**config.mk**
```make
export PLATFORM = sky130hd
export DESIGN_NAME = logic_gates
export DESIGN_NICKNAME = d
export VERILOG_FILES = /design/src/rtl/logic_gates.sv
export SDC_FILE = /design/constraint.sdc
export NUM_CORES = 1
export LEC_CHECK = 0
export ABC_CLOCK_PERIOD_IN_PS = 1700
export BUFFER_PORTS_ARGS = -buffer_cell sky130_fd_sc_hd__buf_2
export CAP_MARGIN = 5
export CORE_MARGIN = 1
export CORE_UTILIZATION = 40
export DETAILED_ROUTE_END_ITERATION = 6
export PLACE_DENSITY = 0.75
export SLEW_MARGIN = 25
export SYNTH_ARGS = -nofsm -noshare
export SYNTH_HDL_FRONTEND = slang
export SYNTH_SLANG_ARGS = --single-unit
```
**constraint.sdc**
```tcl
create_clock -name clk -period 1.7 [get_ports clk]
set_input_delay 0 -clock clk [delete_from_list [all_inputs] [get_ports clk]]
set_output_delay 0 -clock clk [all_outputs]
set_load 0.02 [all_outputs]
```
**src/rtl/logic_gates.sv**
```systemverilog
// Registered two-input gate bank with change counter and optional truth-table coverage.
// Coverage registers exist only when LOGIC_GATES_COVERAGE_EN is defined.
module logic_gates #(
  parameter int CNT_W = 8
) (
  input  logic             clk,
  input  logic             rst,
  input  logic             a,
  input  logic             b,
  output logic             and_out,
  output logic             nand_out,
  output logic             or_out,
  output logic             nor_out,
  output logic             xor_out,
  output logic             xnor_out,
  output logic             not_out,
  output logic             valid_out,
  output logic [CNT_W-1:0] chg_cnt,
  output logic [3:0]       cov_out,
  output logic             cov_all
);

  logic [1:0]       w_pair;
  logic [6:0]       w_gates;
  logic             w_count;
  logic [6:0]       r_gates;
  logic [1:0]       r_prev;
  logic             r_valid;
  logic [CNT_W-1:0] r_cnt;

  assign w_pair  = {a, b};
  // Packed as {and, nand, or, nor, xor, xnor, not}
  assign w_gates = {a & b, ~(a & b), a | b, ~(a | b), a ^ b, ~(a ^ b), ~a};
  // Changes only count once a previous pair is held, and the counter sticks at all-ones
  assign w_count = r_valid && (w_pair != r_prev) && !(&r_cnt);

  always_ff @(posedge clk) begin
    if (rst) begin
      r_gates <= '0;
      r_prev  <= '0;
      r_valid <= 1'b0;
      r_cnt   <= '0;
    end else begin
      r_gates <= w_gates;
      r_prev  <= w_pair;
      r_valid <= 1'b1;
      if (w_count) begin
        r_cnt <= r_cnt + {{(CNT_W-1){1'b0}}, 1'b1};
      end
    end
  end

  assign and_out   = r_gates[6];
  assign nand_out  = r_gates[5];
  assign or_out    = r_gates[4];
  assign nor_out   = r_gates[3];
  assign xor_out   = r_gates[2];
  assign xnor_out  = r_gates[1];
  assign not_out   = r_gates[0];
  assign valid_out = r_valid;
  assign chg_cnt   = r_cnt;

`ifdef LOGIC_GATES_COVERAGE_EN
  logic [3:0] w_cov_next;
  logic [3:0] r_cov;
  logic       r_cov_all;

  assign w_cov_next = r_cov | (4'b0001 << w_pair);

  always_ff @(posedge clk) begin
    if (rst) begin
      r_cov     <= '0;
      r_cov_all <= 1'b0;
    end else begin
      r_cov     <= w_cov_next;
      r_cov_all <= &w_cov_next;
    end
  end

  assign cov_out = r_cov;
  assign cov_all = r_cov_all;
`else
  assign cov_out = 4'b0000;
  assign cov_all = 1'b0;
`endif

endmodule

```
==> flow_metrics.env, run 1 <==
export IMPL_outcome="complete, no violations"
export IMPL_dr_pass1_iters=4
export IMPL_grt_overflow_total=0
export IMPL_cts_tree="yes"
export IMPL_area_growth_pct=20.7
export IMPL_path_max_fanout=9
export IMPL_ys_seq_elements=18
export IMPL_crit_arrival_ns=1.78
export IMPL_yosysWarnings=0
export IMPL_p_per_area_mw_per_mm2=894
export IMPL_die_y_um=45.1
export IMPL_power_share_switching=0.250
export IMPL_cts_sinks=18
export IMPL_rows=15
export IMPL_power_leakage_nw=0.404
export IMPL_hp_class="in2reg"
export IMPL_ir_drop_mv=0.615
export IMPL_drive_above_1_share=0.245
export IMPL_wl_mm=1.38
export IMPL_multi_input_area_um2=333
export IMPL_grtUsageMet1=0.216
export IMPL_synth_area_um2=744
export IMPL_path_cells="ha_1 -> nand4_1 -> nor2_2 -> or4_1 -> a21oi_1"
export IMPL_fin_nets=110
export IMPL_tightest_slew_ns=0.527
export IMPL_final_common_cell="buf_2"
export IMPL_cts_root_buf="clkbuf_4"
export IMPL_wl_per_cell_um=10.9
export IMPL_final_util=0.520
export IMPL_gp_congestion=0.747
export IMPL_grt_usage=0.166
export IMPL_internal_power_mw=0.602
export IMPL_diodes=0
export IMPL_cp_top_family="simple AND/OR/NAND/NOR gates"
export IMPL_maxCapViolations=0
export IMPL_hpwl_um=979
export IMPL_relSlewSlack=0.649
export IMPL_power_frac_seq=0.559
export IMPL_ys_types=29
export IMPL_core_mm2=0.00173
export IMPL_die_w_um=45.1
export IMPL_grt_met3_usage=0.0640
export IMPL_initial_core_util=0.431
export IMPL_period_share=0.915
export IMPL_grt_pass1_vias=564
export IMPL_min_period_ns=1.55
export IMPL_cp_num_buf_inv=0
export IMPL_final_fill_count=185
export IMPL_pwr_share_comb=0.122
export IMPL_crit_path_start_kind="flip-flop"
export IMPL_syn_avg_cell_area_um2=9.31
export IMPL_grt_busiest_layer="met2"
export IMPL_p_clk_frac=0.319
export IMPL_htree_levels=1
export IMPL_vias=611
export IMPL_crit_path_end_kind="flip-flop"
export IMPL_ys_seq_area_frac=0.484
export IMPL_timing_fmax_mhz=643
export IMPL_synthArstFlopShare=0
export IMPL_slew_viol_final=0
export IMPL_clk_latency_ns=0.29
export IMPL_p_sw_mw=0.201
export IMPL_antenna_found_initial=0
export IMPL_port_buffer_count=19
export IMPL_synth_edf_count=0
export IMPL_clockBufferDepth=2
export IMPL_die_area_mm2=0.00204
export IMPL_seq_area_um2=360
export IMPL_hold_viol_final=0
export IMPL_vias_per_cell=4.81
export IMPL_grt_max_degree=17
export IMPL_cts_made_buffers=3
export IMPL_synthesis_instances=80
export IMPL_ant_nets=0
export IMPL_synth_ff_type="dfxtp_1"
export IMPL_first_iter_violations=6
export IMPL_critPathMaxStageDelay_ns=0.47
export IMPL_cp_slowest_cell="or4_1"
export IMPL_setup_viol=0
export IMPL_setup_tns_ns=0
export IMPL_grtUsageMet2=0.270
export IMPL_drc=0
export IMPL_path_clk_slew_ns=0.10
export IMPL_cp_required_ns=1.93
export IMPL_final_cell_mix="buf_2, dfxtp_1, nor2_1"
export IMPL_critPathKind="reg2reg"
export IMPL_rsz0062_at_grt="no"
export IMPL_postCtsSetupBuffers=0
export IMPL_grt_pass1_wl_mm=2.45
export IMPL_num_io_pins=25
export IMPL_fin_skew_ns=0.00131
==> state kept, by name (all words and copies together) (netlist names) <==
| signal | flops |
|---|---|
| r_gates | 7 |
| r_prev | 2 |
| valid_out | 1 |
| chg_cnt | 8 |
==> power by group through the flow <==
| stage | clock network [mW] | logic, mW | registers, mW |
|---|---|---|---|
| floorplan | 0 | 0.0557 | 0.478 |
| global placement | 0 | 0.0930 | 0.457 |
| detailed placement | 0 | 0.0948 | 0.458 |
| CTS | 0.272 | 0.0988 | 0.449 |
| global route | 0.296 | 0.110 | 0.452 |
| finish | 0.256 | 0.0980 | 0.449 |
==> cell usage after synthesis, types with 2 or more instances <==
master    n  area (um^2)
a21oi_1   4         20.0
buf_4     5         37.5
dfxtp_1  18          360
ha_1      3         37.5
inv_1     6         22.5
nand2_1   4         15.0
nand3_1   4         20.0
nor2_1    8         30.0
nor2b_1   3         18.8
o31ai_1   3         22.5
or4_1     3         22.5
xor2_1    2         17.5
==> metal layers <==
metal	vias to the layer above	routed length (um)
li1	315	-
met1	269	618
met2	25	631
met3	2	116
met4	0	11
met5	-	0
==> path summary, 6_finish.rpt <==
kind	start	endpoint	slack, ns	cells after the start
setup / recovery	chg_cnt[0]	chg_cnt[3]	0.15	5
hold / removal	rst	r_gates[1]	0.03	2
setup reg to reg	chg_cnt[0]	chg_cnt[3]	0.15	5
hold reg to reg	chg_cnt[1]	chg_cnt[1]	0.52	2
==> layout make-up <==
cell class | count | area share
Timing Repair Buffer | 21 | 0.128
Sequential cell | 18 | 0.401
Multi-Input combinational cell | 53 | 0.370
Clock buffer | 4 | 0.0404
Tap cell | 25 | 0.0348
Inverter | 6 | 0.0251
==> cells by family (layout without fill, tap and decap cells) <==
group | after synthesis | after routing | share of synthesized area
AOI/OAI and AO/OA | 16 | 16 | 0.156
xor gates and xnor gates | 2 | 2 | 0.0235
adders and majority gates | 3 | 3 | 0.0504
buffers and inverters | 13 | 31 | 0.0924
DFF | 18 | 18 | 0.484
muxes | 1 | 1 | 0.0134
other | 1 | 5 | 0.00504
and+or+nand+nor | 26 | 26 | 0.175
==> through the flow <==
| step | area [um^2] | hold WS, ns | power, mW | instances | setup slack [ns] |
|---|---|---|---|---|---|
| floorplan | 759 | 0.0716 | 0.534 | 84 | 0.155 |
| global placement | 840 | 0.225 | 0.550 | 121 | 0.197 |
| detailed placement | 840 | 0.227 | 0.553 | 121 | 0.125 |
| CTS | 896 | 0.0238 | 0.820 | 127 | 0.0997 |
| global route | 898 | 0.0491 | 0.857 | 127 | 0.0465 |
| finish | 898 | 0.0315 | 0.803 | 127 | 0.145 |
==> what timing repair did <==
item / 4_1_cts / 5_1_grt
resized for setup: 0 / 1
hold endpoints to repair: 3 / 0
hold buffers: 2 / 0
setup endpoints to repair: 0 / 4
(Power assumes the default switching activity.)
==> run 2, diff against run 1 <==
--- a/config.mk
+++ b/config.mk
@@ -10,6 +10,7 @@
 export CAP_MARGIN = 5
 export CORE_MARGIN = 1
 export CORE_UTILIZATION = 40
+export CTS_BUF_LIST = sky130_fd_sc_hd__clkbuf_16
 export DETAILED_ROUTE_END_ITERATION = 6
 export PLACE_DENSITY = 0.75
 export SLEW_MARGIN = 25
==> flow_metrics.env, run 2 (synthesis gave the netlist of run 1 again) <==
export IMPL_outcome="complete, no violations"
export IMPL_antenna_found_initial=0
export IMPL_gp_congestion=0.747
export IMPL_regToRegEndpoint="chg_cnt[3]"
export IMPL_num_io_pins=25
export IMPL_min_period_ns=1.55
export IMPL_cp_slowest_cell="dlygate4sd3_1"
export IMPL_grt_pass1_wl_mm=2.39
export IMPL_vias=607
export IMPL_drive_above_1_share=0.248
export IMPL_power_frac_seq=0.447
export IMPL_final_common_cell="buf_2"
export IMPL_internal_power_mw=0.785
export IMPL_largest_reg_flops=8
export IMPL_rows=15
export IMPL_p_clk_frac=0.453
export IMPL_dpl_worst_slack_ns=0.125
export IMPL_diodes=0
export IMPL_fin_nets=109
export IMPL_path_max_fanout=15
export IMPL_hp_start="b"
export IMPL_die_area_mm2=0.00204
export IMPL_cts_sinks=18
export IMPL_postCtsSetupBuffers=0
export IMPL_first_iter_violations=6
export IMPL_htree_levels=1
export IMPL_ant_nets=0
export IMPL_port_buffer_count=19
export IMPL_critPathKind="in2reg"
export IMPL_area_growth_pct=27.1
export IMPL_grt_max_degree=17
export IMPL_die_y_um=45.1
export IMPL_rr_worst_depth=5
export IMPL_initial_core_util=0.431
export IMPL_placed_area_um2=840
export IMPL_clk_latency_ns=0.24
export IMPL_hold_viol_final=0
export IMPL_power_share_switching=0.222
export IMPL_grt_pass1_vias=529
export IMPL_maxCapViolations=0
export IMPL_p_sw_mw=0.224
export IMPL_crit_path_start_kind="primary input"
export IMPL_core_mm2=0.00173
export IMPL_pwr_share_comb=0.100
export IMPL_cp_required_ns=1.87
export IMPL_wl_mm=1.40
export IMPL_hpwl_um=979
export IMPL_setup_tns_ns=0
export IMPL_rsz0062_at_grt="no"
export IMPL_cts_tree="yes"
export IMPL_power_leakage_nw=0.420
export IMPL_cts_root_buf="clkbuf_16"
export IMPL_crit_path_end_kind="flip-flop"
export IMPL_dr_pass1_iters=4
export IMPL_total_power_mw=1.01
export IMPL_setup_viol=0
export IMPL_clockBufferDepth=2
export IMPL_timing_fmax_mhz=647
export IMPL_fin_skew_ns=0.00267
export IMPL_wl_per_cell_um=11.1
export IMPL_critPathMaxStageDelay_ns=0.53
export IMPL_reg2reg_from="chg_cnt[0]"
export IMPL_die_w_um=45.1
export IMPL_ir_drop_mv=0.983
export IMPL_path_clk_slew_ns=0.05
export IMPL_slew_viol_final=0
export IMPL_crit_arrival_ns=1.72
export IMPL_path_cells="dlygate4sd3_1 -> buf_2 -> xor2_2 -> o21ai_4 -> or4_1 -> a21oi_1"
export IMPL_hp_class="in2reg"
export IMPL_setup_slack_ns=0.154
export IMPL_vias_per_cell=4.82
export IMPL_rrSetupSlack_ns=0.15
export IMPL_finalInstanceArea_um2=946
export IMPL_period_share=0.910
export IMPL_p_per_area_mw_per_mm2=1070
export IMPL_hold_path_depth=3
export IMPL_cts_made_buffers=3
export IMPL_grt_overflow_total=0
export IMPL_hold_end="r_prev[0]"
export IMPL_final_cell_mix="buf_2, dfxtp_1, nor2_1"
export IMPL_drc=0
export IMPL_grt_usage=0.168
-- run 2: cell types whose count changed in the layout (fill, tap and decap cells not counted) --
cell	before	now
clkbuf_16	0	3
clkbuf_4	3	0
clkbuf_8	1	0
clkinv_1	0	1
dlygate4sd3_1	2	1
o21ai_2	1	0
o21ai_4	0	1
xor2_1	2	1
xor2_2	0	1
-- run 2: power by group through the flow --
stage	clock network [mW]	logic, mW	registers, mW
global route	0.503	0.112	0.453
CTS	0.475	0.0973	0.450
floorplan	0	0.0557	0.478
detailed placement	0	0.0948	0.458
finish	0.457	0.101	0.451
global placement	0	0.0930	0.457
-- run 2: worst max-delay path by stage --
stage | depth (start not counted) | slack [ns] | from | to
finish | 6 | 0.15 | a | chg_cnt[5]
global route | 6 | 0.05 | a | chg_cnt[5]
CTS | 6 | 0.10 | a | chg_cnt[5]
detailed placement | 5 | 0.12 | chg_cnt[1] | chg_cnt[0]
global placement | 5 | 0.20 | chg_cnt[0] | chg_cnt[3]
floorplan | 5 | 0.16 | chg_cnt[0] | chg_cnt[3]
-- run 2: worst max-delay path, delay by kind of cell --
| family | cells | cell delay (ns) |
|---|---|---|
| AOI/OAI and AO/OA | 2 | 0.31 |
| and+or+nand+nor | 1 | 0.52 |
| buffers and inverters | 2 | 0.68 |
| xor gates and xnor gates | 1 | 0.21 |
-- run 2: through the flow --
| step | util | hold slack, ns | cells |
|---|---|---|---|
| floorplan | - | 0.0716 | 84 |
| global placement | 0.486 | 0.225 | 121 |
| detailed placement | 0.486 | 0.227 | 121 |
| CTS | 0.538 | 0.0509 | 126 |
| global route | 0.548 | 0.0757 | 126 |
| finish | 0.548 | 0.0535 | 126 |
-- run 2: metal layers --
layer / GRT usage / up-vias / wire, um
met4: 0.0545 / 0 / 17
li1: - / 313 / -
met1: 0.211 / 266 / 629
met5: 0 / - / 0
met2: 0.255 / 24 / 640
met3: 0.0760 / 4 / 114
-- run 2: cell type report --
type,instances,area (um^2)
Tap cell,25,31.3
Timing Repair Buffer,20,105
Sequential cell,18,360
Multi-Input combinational cell,53,348
Clock inverter,1,3.75
Fill cell,174,781
Inverter,6,22.5
Clock buffer,3,75.1
-- run 2: repair_timing --
action                                  in CTS  in global routing
endpoints found under the hold margin        1                  0
endpoints found under the setup margin       0                  3
hold buffers                                 1                  0
gates resized for setup                      0                  3
==> run 3, diff against run 2 <==
--- a/config.mk
+++ b/config.mk
@@ -5,6 +5,7 @@
 export SDC_FILE = /design/constraint.sdc
 export NUM_CORES = 1
 export LEC_CHECK = 0
+export ABC_AREA = 1
 export ABC_CLOCK_PERIOD_IN_PS = 1700
 export BUFFER_PORTS_ARGS = -buffer_cell sky130_fd_sc_hd__buf_2
 export CAP_MARGIN = 5
@@ -12,7 +13,7 @@
 export CORE_UTILIZATION = 40
 export CTS_BUF_LIST = sky130_fd_sc_hd__clkbuf_16
 export DETAILED_ROUTE_END_ITERATION = 6
-export PLACE_DENSITY = 0.75
+export PLACE_DENSITY = 0.73
 export SLEW_MARGIN = 25
 export SYNTH_ARGS = -nofsm -noshare
 export SYNTH_HDL_FRONTEND = slang
==> flow_metrics.env, run 3 <==
export IMPL_hold_slack_ns=0.0388
export IMPL_area_growth_pct=21.0
export IMPL_power_leakage_nw=0.569
export IMPL_ys_types=19
export IMPL_grt_pass1_vias=608
export IMPL_dr_pass1_iters=4
export IMPL_maxCapViolations=0
export IMPL_first_iter_violations=7
export IMPL_fin_skew_ns=0.000986
export IMPL_htree_levels=1
export IMPL_crit_path_end_kind="flip-flop"
export IMPL_rows=16
export IMPL_cts_tree="yes"
export IMPL_grt_max_degree=13
export IMPL_drc=0
export IMPL_drive_above_1_share=0.243
export IMPL_pwr_share_comb=0.151
export IMPL_diodes=0
export IMPL_p_per_area_mw_per_mm2=1070
export IMPL_rrSetupSlack_ns=0.31
export IMPL_p_clk_frac=0.423
export IMPL_cp_required_ns=1.84
export IMPL_power_share_switching=0.262
export IMPL_cts_sinks=18
export IMPL_hold_end="r_gates[4]"
export IMPL_hold_path_depth=2
export IMPL_synth_area_top_cells="dfxtp_1, nand2_1, nor2_1"
export IMPL_synth_top_cell_by_area="dfxtp_1"
export IMPL_ys_seq_elements=18
export IMPL_dp_cells=162
export IMPL_ys_seq_area_frac=0.420
export IMPL_setup_viol=0
export IMPL_vias_per_cell=4.28
export IMPL_netlist_top_cells_count="nand2_1, nor2_1, inv_1"
export IMPL_grt_overflow_total=0
export IMPL_p_sw_mw=0.291
export IMPL_final_fill_count=201
export IMPL_yosysWarnings=0
export IMPL_critPathKind="reg2reg"
export IMPL_largest_reg_flops=8
export IMPL_synth_area_um2=858
export IMPL_core_mm2=0.00198
export IMPL_period_share=0.819
export IMPL_crit_arrival_ns=1.54
export IMPL_grt_usage=0.137
export IMPL_path_clk_slew_ns=0.05
export IMPL_initial_core_util=0.433
export IMPL_synthArstFlopShare=0
export IMPL_setup_slack_ns=0.307
export IMPL_syn_avg_cell_area_um2=7.21
export IMPL_rr_worst_depth=7
export IMPL_power_frac_seq=0.426
export IMPL_cts_made_buffers=3
export IMPL_setup_tns_ns=0
export IMPL_internal_power_mw=0.819
export IMPL_hp_start="rst"
export IMPL_ir_drop_mv=0.820
export IMPL_vias=715
export IMPL_reg2reg_from="chg_cnt[0]"
export IMPL_min_period_ns=1.39
export IMPL_regToRegEndpoint="chg_cnt[1]"
export IMPL_rsz0062_at_grt="no"
export IMPL_path_max_fanout=12
export IMPL_wl_per_cell_um=8.60
export IMPL_finalInstanceArea_mm2=0.00104
export IMPL_fin_nets=148
export IMPL_grt_pass1_wl_mm=2.50
export IMPL_slew_viol_final=0
export IMPL_hold_viol_final=0
export IMPL_antenna_found_initial=0
export IMPL_synth_top_area_share=0.420
export IMPL_final_util=0.524
export IMPL_synth_ff_type="dfxtp_1"
export IMPL_instances_no_fill=167
export IMPL_ctsResizeCount=0
export IMPL_die_y_um=48.3
export IMPL_dpl_worst_slack_ns=0.296
export IMPL_outcome="complete, no violations"
export IMPL_port_buffer_count=19
export IMPL_gp_congestion=0.819
export IMPL_crit_path_start_kind="flip-flop"
export IMPL_hpwl_mm=1.05
export IMPL_final_cell_mix="nor2_1, nand2_1, inv_1, buf_2, dfxtp_1"
export IMPL_total_power_mw=1.11
export IMPL_die_area_mm2=0.00233
export IMPL_hp_class="in2reg"
export IMPL_timing_fmax_mhz=718
export IMPL_placed_area_um2=950
export IMPL_clockBufferDepth=2
export IMPL_cts_root_buf="clkbuf_16"
export IMPL_num_io_pins=25
export IMPL_clk_latency_ns=0.25
export IMPL_synth_edf_count=0
export IMPL_ant_nets=0
export IMPL_wl_mm=1.44
export IMPL_synthesis_instances=119
export IMPL_die_w_um=48.3
==> run 3: cell types whose count changed after synthesis, sizes merged, moves of 3 or more <==
cell and change:
o31ai -3, nand2 +25, inv +14, nor2 +20
a21oi -4, or4 -3, nor2b -3
==> run 3: critical path, stage by stage (launching register included) <==
cell     delay, ns
dfxtp_1       0.33
ha_1          0.22
nand2_2       0.11
nor2_4        0.04
nand2_1       0.08
nand3_2       0.24
nor2_1        0.20
nor2_2        0.05
==> run 3: cells by family after synthesis <==
| kind of cell | Yosys count | synth area share |
|---|---|---|
| adder cells (fa/ha/maj) | 3 | 0.0437 |
| flip-flops | 18 | 0.420 |
| other | 1 | 0.00437 |
| AND/OR/NAND/NOR | 63 | 0.318 |
| buffers and inverters | 28 | 0.153 |
| XOR/XNOR | 3 | 0.0306 |
| AO/OA/AOI/OAI | 3 | 0.0306 |
==> run 3: layout make-up <==
type | instances | area [um^2] | area share
multi-input combinational | 77 | 382 | 0.367
sequential | 18 | 360 | 0.347
timing repair buffer | 20 | 105 | 0.101
inverter | 21 | 78.8 | 0.0759
clock buffer | 3 | 75.1 | 0.0723
tap | 27 | 33.8 | 0.0325
clock inverter | 1 | 3.75 | 0.00361
==> run 3: worst max path at each step <==
stage,start,end,slack (ns),depth (start not counted)
floorplan,chg_cnt[1],chg_cnt[4],0.29,9
global placement,chg_cnt[0],chg_cnt[3],0.36,7
detailed placement,chg_cnt[0],chg_cnt[1],0.30,7
CTS,chg_cnt[0],chg_cnt[1],0.29,7
global route,chg_cnt[1],chg_cnt[5],0.13,8
finish,chg_cnt[0],chg_cnt[1],0.31,7
==> run 3: metal layers <==
metal | up-vias | track usage | share of wire
met2 | 21 | 0.249 | 0.51
met5 | - | 0 | 0
li1 | 382 | - | -
met3 | 2 | 0.0472 | 0.056
met1 | 310 | 0.155 | 0.43
met4 | 0 | 0.0294 | 0.0028
==> run 3: timing repair <==
item	4_1_cts	5_1_grt
hold buffers	1	0
hold endpoints to repair	1	0
buffers inserted	0	0
==> run 3: power groups by stage <==
| stage | Clock (mW) | Sequential (mW) | Combinational (mW) |
|---|---|---|---|
| finish | 0.469 | 0.473 | 0.168 |
| global route | 0.502 | 0.477 | 0.188 |
| CTS | 0.483 | 0.474 | 0.169 |
| detailed placement | 0 | 0.482 | 0.166 |
| global placement | 0 | 0.481 | 0.164 |
| floorplan | 0 | 0.512 | 0.105 |
